`src/rtl/simd_padd_pipe.sv`:
```
// Packed-SIMD add/subtract unit with a two-stage elastic pipeline.
// Operands are split into XLEN/LANE_W independent lanes. Each beat selects
// add/sub, wrap/saturate and signed/unsigned lanes.
// Optional build macro SIMD_SAT_FLAG_EN adds a sticky saturation flag
// (sat_flag) with a clear input (sat_clr).
module simd_padd_pipe #(
  parameter int XLEN   = 32,
  parameter int LANE_W = 8
) (
  input  logic            clk,
  input  logic            rst,
  input  logic            in_valid,
  output logic            in_ready,
  input  logic [XLEN-1:0] op_a,
  input  logic [XLEN-1:0] op_b,
  input  logic            op_sub,
  input  logic            op_sat,
  input  logic            op_unsigned,
  output logic            out_valid,
  input  logic            out_ready,
  output logic [XLEN-1:0] result,
  output logic            sat_any
`ifdef SIMD_SAT_FLAG_EN
  ,
  output logic            sat_flag,
  input  logic            sat_clr
`endif
);

  localparam int NLANES = XLEN / LANE_W;

  generate
    if (!(LANE_W == 8 || LANE_W == 16 || LANE_W == 32) || (XLEN % LANE_W) != 0) begin : g_bad_param
      $error("simd_padd_pipe: LANE_W must be 8, 16 or 32 and divide XLEN");
    end
  endgenerate

  // One extra bit per lane keeps the carry/borrow/overflow information
  // that stage 2 needs to decide on clamping.
  function automatic logic signed [LANE_W:0] ext_op(
    input logic [LANE_W-1:0] a,
    input logic [LANE_W-1:0] b,
    input logic              sub,
    input logic              uns
  );
    logic signed [LANE_W:0] xa;
    logic signed [LANE_W:0] xb;
    xa = uns ? $signed({1'b0, a}) : $signed({a[LANE_W-1], a});
    xb = uns ? $signed({1'b0, b}) : $signed({b[LANE_W-1], b});
    return sub ? (xa - xb) : (xa + xb);
  endfunction

  // Returns {clamp_event, lane_value} for one lane.
  function automatic logic [LANE_W:0] sat_lane(
    input logic signed [LANE_W:0] e,
    input logic                   sat,
    input logic                   uns,
    input logic                   sub
  );
    logic [LANE_W-1:0] lane;
    logic              clamp;
    lane  = e[LANE_W-1:0];
    clamp = 1'b0;
    if (sat) begin
      if (!uns) begin
        if (e[LANE_W] != e[LANE_W-1]) begin
          clamp = 1'b1;
          lane  = e[LANE_W] ? {1'b1, {(LANE_W-1){1'b0}}} : {1'b0, {(LANE_W-1){1'b1}}};
        end
      end else if (e[LANE_W]) begin
        clamp = 1'b1;
        lane  = sub ? '0 : '1;
      end
    end
    return {clamp, lane};
  endfunction

  logic                   vld_p1;
  logic                   vld_p2;
  logic                   s1_adv;
  logic                   s2_adv;
  logic signed [LANE_W:0] ext_p1 [NLANES];
  logic                   sub_p1;
  logic                   sat_p1;
  logic                   uns_p1;
  logic [XLEN-1:0]        res_d;
  logic                   sat_d;
  logic [LANE_W:0]        lane_r;

  assign s2_adv    = !vld_p2 || out_ready;
  assign s1_adv    = !vld_p1 || s2_adv;
  assign in_ready  = s1_adv;
  assign out_valid = vld_p2;

  // ---- stage 1: extended per-lane sum/difference ----
  // Capture the extended lane results and the beat's mode bits on acceptance.
  always_ff @(posedge clk) begin
    if (s1_adv && in_valid) begin
      for (int i = 0; i < NLANES; i++) begin
        ext_p1[i] <= ext_op(op_a[i*LANE_W +: LANE_W], op_b[i*LANE_W +: LANE_W],
                            op_sub, op_unsigned);
      end
      sub_p1 <= op_sub;
      sat_p1 <= op_sat;
      uns_p1 <= op_unsigned;
    end
  end

  // ---- stage 2: clamp or wrap each lane, collect clamp events ----
  // Combine the per-lane clamp decisions into the packed result and sat_any.
  always_comb begin
    res_d  = '0;
    sat_d  = 1'b0;
    lane_r = '0;
    for (int i = 0; i < NLANES; i++) begin
      lane_r                     = sat_lane(ext_p1[i], sat_p1, uns_p1, sub_p1);
      res_d[i*LANE_W +: LANE_W]  = lane_r[LANE_W-1:0];
      sat_d                      = sat_d | lane_r[LANE_W];
    end
  end

  // Advance the valid bits and the output register under the elastic rules.
  always_ff @(posedge clk or posedge rst) begin
    if (rst) begin
      vld_p1  <= 1'b0;
      vld_p2  <= 1'b0;
      result  <= '0;
      sat_any <= 1'b0;
    end else begin
      if (s1_adv) vld_p1 <= in_valid;
      if (s2_adv) vld_p2 <= vld_p1;
      if (s2_adv && vld_p1) begin
        result  <= res_d;
        sat_any <= sat_d;
      end
    end
  end

`ifdef SIMD_SAT_FLAG_EN
  // Sticky flag: set when a clamped beat is consumed; set beats a same-cycle clear.
  always_ff @(posedge clk or posedge rst) begin
    if (rst) begin
      sat_flag <= 1'b0;
    end else if (vld_p2 && out_ready && sat_any) begin
      sat_flag <= 1'b1;
    end else if (sat_clr) begin
      sat_flag <= 1'b0;
    end
  end
`endif

endmodule
```
`config.mk`:
```
export PLATFORM = sky130hd
export DESIGN_NAME = simd_padd_pipe
export DESIGN_NICKNAME = d
export VERILOG_FILES = /design/src/rtl/simd_padd_pipe.sv
export SDC_FILE = /design/constraint.sdc
export NUM_CORES = 1
export LEC_CHECK = 0
export CELL_PAD_IN_SITES_DETAIL_PLACEMENT = 1
export CELL_PAD_IN_SITES_GLOBAL_PLACEMENT = 1
export CORE_MARGIN = 1.5
export CORE_UTILIZATION = 39
export DETAILED_ROUTE_END_ITERATION = 16
export PLACE_DENSITY_LB_ADDON = 0.25
export SETUP_SLACK_MARGIN = 0.02
export SLEW_MARGIN = 20
export SYNTH_ARGS = -nofsm -noshare
export SYNTH_HDL_FRONTEND = slang
export SYNTH_SLANG_ARGS = --single-unit
```
`constraint.sdc`:
```
create_clock -name clk -period 2.5 [get_ports clk]
set_input_delay 0.5 -clock clk [delete_from_list [all_inputs] [get_ports clk]]
set_output_delay 0.5 -clock clk [all_outputs]
set_load 0.005 [all_outputs]
```
==> flow_summary.yaml, run 1 <==
synthesis:
  syn_area_per_cell_um2: 8.93
  synth_ff_type: "edfxtp_1"
  synth_cell_types: 47
  synth_seq_cells: 74
  synth_nets: 684
  netlist_area_um2: 5120
  synth_edf_count: 39
  yosysSeqAreaShare: 0.400
  postSynthCellCount: 573
  yosysWarnings: 0
  async_flop_share: 0.473
drt:
  via_per_inst: 5.18
  finalWirelength_um: 17000
  drc: 0
  drt_first_iter_violations: 243
  route.detailed.wl_per_inst_um: 17.4
  via_count: 5054
  ant_nets: 0
  firstDrtPassIters: 4
cells_and_area:
  nNetsFinal: 910
  final_cell_area_um2: 7870
  flow.area_growth_from_synthesis_pct: 53.9
  mostFrequentLayoutCells: "120 x buf_4, 84 x clkdlybuf4s50_1, 61 x nand2_1, 61 x nor2_1, 53 x a21oi_1"
  num_antenna_cells: 0
  layout_commonest_cell: "buf_4"
  drive_above_1_share: 0.270
sta:
  skew_ns: 0.00665
  period_share: 0.989
  rsz0062_at_grt: "yes"
  relSlewSlack: 0.687
  fin_crit_ns: 2.47
  slew_viol_final: 0
  hold_violations: 0
  setup_viol: 0
  timing.fmax_mhz: 404
  worstMarginPinSlew_ns: 0.469
  final.setup.worst_slack_ns: 0.0272
  tns_ns: 0
worst_setup_path:
  cp_data_required_time_ns: 2.58
  setup.worst_path.end_class: "register"
  crit_arrival_ns: 2.55
  crit_path_start: "op_b[10]"
  r2r-end: "result[14]"
  r2r_slack_ns: 0.89
  cp-endpoint: "ext_p1[1][8]"
  critPathKind: "input port to register"
  worstPathMaxFanout: 2
  cp-start-kind: "input port"
  worst_r2r_path_depth: 5
  r2r-start: "uns_p1"
floorplan:
  ios: 106
  placementRows: 41
  initial_core_util: 0.402
  fp.dieW_um: 118
  dieArea_um2: 13800
  die_height_um: 118
  fp.coreArea_um2: 12700
cts:
  cts_tree: "done"
  htree_levels: 3
  cts_buffers: 9
  clock-sinks: 74
  insertion_delay_ns: 0.34
  ctsHoldBuffers: 0
  clk_pin_slew_ns: 0.06
  cts_buffer_depth: 2
  cts-root-buf: "clkbuf_16"
global_route:
  grt_pass1_wl_um: 26800
  grt_usage: 0.240
  grt_overflow_total: 0
  grt_pass1_vias: 5746
  grt_max_degree: 40
  antenna_found_initial: 0
power:
  ir_drop_uv: 366
  powerDensity_nw_per_um2: 618
  finalPower_uw: 4870
  p_leak_uw: 0.00346
worst_hold_path:
  hold_depth: 2
  min_path_type: "register to register"
outcome:
  status: "finished clean"
place:
  place_area_um2: 7220
  dp_hpwl_um: 12000
  gp_congestion: 0.763
  port_buffers: 105
  dpl_worst_slack_ns: -0.743
run:
  cap_violations: 0
flip-flops by register name, summed over array words and instances (netlist names):
signal	cells
sat_any	1
ext_p1	36
result	32
vld_p1	1
out_valid	1
sub_p1	1
sat_p1	1
uns_p1	1
per-layer routing:
metal  up-vias  GRT usage  wire length, µm
met3        33     0.0296              530
met2       114      0.481             9670
met1      2470      0.247             6290
li1       2437          -                -
met4         0      0.104              466
met5         -          0                0
cells in the mapped netlist (2+ instances only):
master | number | area share
buf_1 | 3 | 0.0022
a31oi_1 | 2 | 0.0024
o22ai_1 | 4 | 0.0049
xnor2_1 | 41 | 0.070
edfxtp_1 | 39 | 0.23
and2_1 | 2 | 0.0024
o21bai_1 | 4 | 0.0059
o32ai_1 | 2 | 0.0034
nor3b_1 | 3 | 0.0044
a21boi_0 | 5 | 0.0073
a22oi_1 | 4 | 0.0059
inv_1 | 49 | 0.036
nor2b_1 | 14 | 0.017
o21ai_0 | 20 | 0.020
mux2i_1 | 5 | 0.0098
dfrtp_1 | 35 | 0.17
nor4_2 | 2 | 0.0049
xor2_1 | 11 | 0.019
a21oi_1 | 68 | 0.067
or4_1 | 4 | 0.0059
nand2b_1 | 10 | 0.012
nor3_1 | 20 | 0.020
o311ai_0 | 2 | 0.0034
nor4_1 | 2 | 0.0024
ha_1 | 36 | 0.088
fa_1 | 4 | 0.016
mux2_2 | 4 | 0.0088
o211ai_1 | 4 | 0.0059
nand2_1 | 61 | 0.045
nor4bb_1 | 2 | 0.0039
a21o_1 | 5 | 0.0073
a311o_1 | 4 | 0.0078
nand3_1 | 9 | 0.0088
nor2_1 | 69 | 0.051
clkbuf_1 | 10 | 0.0073
a221oi_1 | 3 | 0.0051
how the worst min path moves through the flow:
stage / start / to / slack [ns]
after global placement: result[31] / result[31] / 0.47
after CTS: result[7] / result[7] / 0.50
after detailed placement: result[7] / result[7] / 0.49
after global routing: sat_any / sat_any / 0.53
final: result[7] / result[7] / 0.50
after floorplan: vld_p1 / out_valid / 0.47
cell families after synthesis:
| kind of cell | share of synthesized area |
|---|---|
| AO/OA/AOI/OAI | 0.155 |
| XOR/XNOR | 0.0890 |
| adder cells (fa/ha/maj) | 0.104 |
| buffers and inverters | 0.0474 |
| flip-flops | 0.400 |
| multiplexers | 0.0186 |
| AND/OR/NAND/NOR | 0.186 |
area by class of cell:
cell class	instances	area, µm²
multi-input cells	435	3120
repair buffers	230	2030
clock buffers	13	240
well taps	172	215
clock inverters	3	40.0
fillers	1467	4850
flip-flops and latches	74	2050
inverters	49	184
per-stage QoR:
| step | instances | util | hold slack (ns) |
|---|---|---|---|
| 2_1_floorplan | 573 | - | 0.471 |
| 3_3_place_gp | 949 | 0.567 | 0.469 |
| 3_5_place_dp | 949 | 0.567 | 0.491 |
| 4_1_cts | 974 | 0.605 | 0.504 |
| 5_1_grt | 976 | 0.619 | 0.534 |
| 6_report | 976 | 0.619 | 0.496 |
power breakdown:
group          internal (µW)  switching [µW]
registers               1570             156
clock network            771             488
logic                   1010             872
worst max-delay path: stages:
cell and delay, ns:
buf_6 0.09, or4_4 0.54, nor2_4 0.13, nor2_2 0.06
xnor2_1 0.12, ha_1 0.29, a21o_1 0.19, a21oi_2 0.13
nor2_1 0.06, a311o_1 0.28, xor2_1 0.15
what timing repair did:
action,in CTS,in global routing
pin swaps,32,33
cloned,1,0
setup buffers,8,2
gates resized for setup,76,51
hold endpoints to repair,0,0
setup endpoints to repair,21,11
(Power assumes the default switching activity.)
==> inputs of run 2 (changes only) <==
--- a/config.mk
+++ b/config.mk
@@ -12,6 +12,7 @@
 export DETAILED_ROUTE_END_ITERATION = 16
 export PLACE_DENSITY_LB_ADDON = 0.25
 export SETUP_SLACK_MARGIN = 0.02
+export SKIP_LAST_GASP = 1
 export SLEW_MARGIN = 20
 export SYNTH_ARGS = -nofsm -noshare
 export SYNTH_HDL_FRONTEND = slang
==> flow_summary.yaml, run 2 (synthesis results as in run 1) <==
power:
  p_switching_uw: 1510
  power_frac_comb: 0.388
  p_leak_uw: 0.00346
  ir_drop_uv: 365
  powerDensity_nw_per_um2: 618
  switching_share: 0.310
  power.internal_uw: 3350
  p_clk_frac: 0.258
  power_frac_seq: 0.355
cts:
  cts-root-buf: "clkbuf_16"
  insertion_delay_ns: 0.34
  clock-sinks: 74
  clk_pin_slew_ns: 0.06
  cts_buffers: 9
  htree_levels: 3
  cts_buffer_depth: 2
  ctsHoldBuffers: 0
  cts_tree: "done"
sta:
  rsz0062_at_grt: "yes"
  slew_viol_final: 0
  skew_ns: 0.00576
  timing.fmax_mhz: 404
  relSlewSlack: 0.686
  final.setup.worst_slack_ns: 0.0246
  fin_crit_ns: 2.48
  hold_violations: 0
  setup_viol: 0
  period_share: 0.990
  worstMarginPinSlew_ns: 0.471
floorplan:
  placementRows: 41
  ios: 106
  dieArea_um2: 13800
  fp.coreArea_um2: 12700
  fp.dieW_um: 118
  die_height_um: 118
  initial_core_util: 0.402
cells_and_area:
  mostFrequentLayoutCells: "120 x buf_4, 85 x clkdlybuf4s50_1, 62 x nor2_1"
  largest_reg_flops: 36
  flow.area_growth_from_synthesis_pct: 53.8
  reg_top3: "ext_p1 (36), result (32)"
  layout_commonest_cell: "buf_4"
  drive_above_1_share: 0.266
  num_antenna_cells: 0
  largest-register: "ext_p1"
  nNetsFinal: 910
  final_cell_area_um2: 7870
worst_setup_path:
  cp_data_required_time_ns: 2.58
  crit_path_start: "op_b[10]"
  critPathSlowestCell: "or4_4"
  cp-start-kind: "input port"
  worstPathMaxFanout: 2
  critPathKind: "input port to register"
  worst_r2r_path_depth: 5
  crit_chain: "buf_6 -> or4_4 -> nor2_4 -> nor2_2 -> xnor2_1 -> ha_1 -> a21o_1 -> a21oi_2 -> nor2_1 -> a311o_1 -> xor2_1"
  max_stage_delay_ns: 0.54
  crit_arrival_ns: 2.55
  setup.worst_path.end_class: "register"
  r2r-start: "uns_p1"
place:
  dp_hpwl_um: 12000
  place_area_um2: 7220
  port_buffers: 105
  gp_congestion: 0.763
  dpl_worst_slack_ns: -0.743
drt:
  drt_first_iter_violations: 226
  drc: 0
  via_count: 5059
  ant_nets: 0
  firstDrtPassIters: 6
  finalWirelength_um: 17000
  route.detailed.wl_per_inst_um: 17.4
  via_per_inst: 5.18
global_route:
  grt_usage: 0.240
  grt_pass1_vias: 5746
  grt_pass1_wl_um: 26800
  grt_overflow_total: 0
  grt_max_degree: 40
  antenna_found_initial: 0
outcome:
  status: "finished clean"
worst_hold_path:
  hold_start: "result[7]"
  min_path_type: "register to register"
  hold_depth: 2
run:
  cap_violations: 0
-- run 2: changes by cell type in the layout (fill, tap and decap cells not counted), sizes merged --
cell / delta
dlymetal6s2s: -1
dlygate4sd2: +1
clkbuf: -1
clkdlybuf4s50: +1
-- run 2: routing by layer --
layer  share of wire  vias up  global-route usage
met5               0        -                   0
met2            0.57      111               0.481
met4           0.026        0               0.104
met1            0.37     2479               0.247
met3           0.031       31              0.0296
li1                -     2438                   -
-- run 2: critical path, delay by kind of cell --
family                     cells  cell delay [ns]
AOI/OAI and AO/OA              3             0.60
xor gates and xnor gates       2             0.27
adders and majority gates      1             0.29
buffers and inverters          1             0.09
and+or+nand+nor                4             0.79
-- run 2: what timing repair did --
action	CTS	global route
pin swaps	32	29
buffers inserted	8	2
cloned	1	0
resized for setup	76	46
setup endpoints to repair	21	11
-- run 2: power by group through the flow --
stage               Clock [µW]  Combinational [µW]  Sequential [µW]
global route              1310                2060             1750
CTS                       1260                1820             1730
global placement             0                1620             1720
finish                    1250                1880             1730
floorplan                    0                 841             1700
detailed placement           0                1730             1750
-- run 2: layout make-up --
type,instances,area (µm²)
clock inverters,3,40.0
multi-input cells,435,3120
inverters,49,184
flip-flops and latches,74,2050
fillers,1467,4850
well taps,172,215
repair buffers,230,2030
clock buffers,13,240
-- run 2: final timing paths --
| kind | slack, ns | endpoint |
|---|---|---|
| setup / recovery | 0.02 | ext_p1[1][8] |
| hold / removal | 0.50 | result[7] |
| setup reg to reg | 0.90 | result[14] |
| hold reg to reg | 0.50 | result[7] |
| max in group asynchronous | 1.58 | result[19] |
| min in group asynchronous | 0.59 | result[30] |
-- run 2: through the flow --
step           hold WS (ns)  TNS, ns  utilization  total power (µW)  cells
2_1_floorplan         0.471   -0.147            -              2540    573
3_3_place_gp          0.469    -9.69        0.567              3350    949
3_5_place_dp          0.491   -12.55        0.567              3480    949
4_1_cts               0.504        0        0.605              4810    974
5_1_grt               0.534   -0.193        0.619              5130    976
6_report              0.496        0        0.619              4860    976
==> inputs of run 3 (changes only) <==
--- a/config.mk
+++ b/config.mk
@@ -5,6 +5,7 @@
 export SDC_FILE = /design/constraint.sdc
 export NUM_CORES = 1
 export LEC_CHECK = 0
+export ABC_CLOCK_PERIOD_IN_PS = 2500
 export CELL_PAD_IN_SITES_DETAIL_PLACEMENT = 1
 export CELL_PAD_IN_SITES_GLOBAL_PLACEMENT = 1
 export CORE_MARGIN = 1.5
==> results of run 3 <==
Final layout, timing and power as in run 2 (identical DEF).
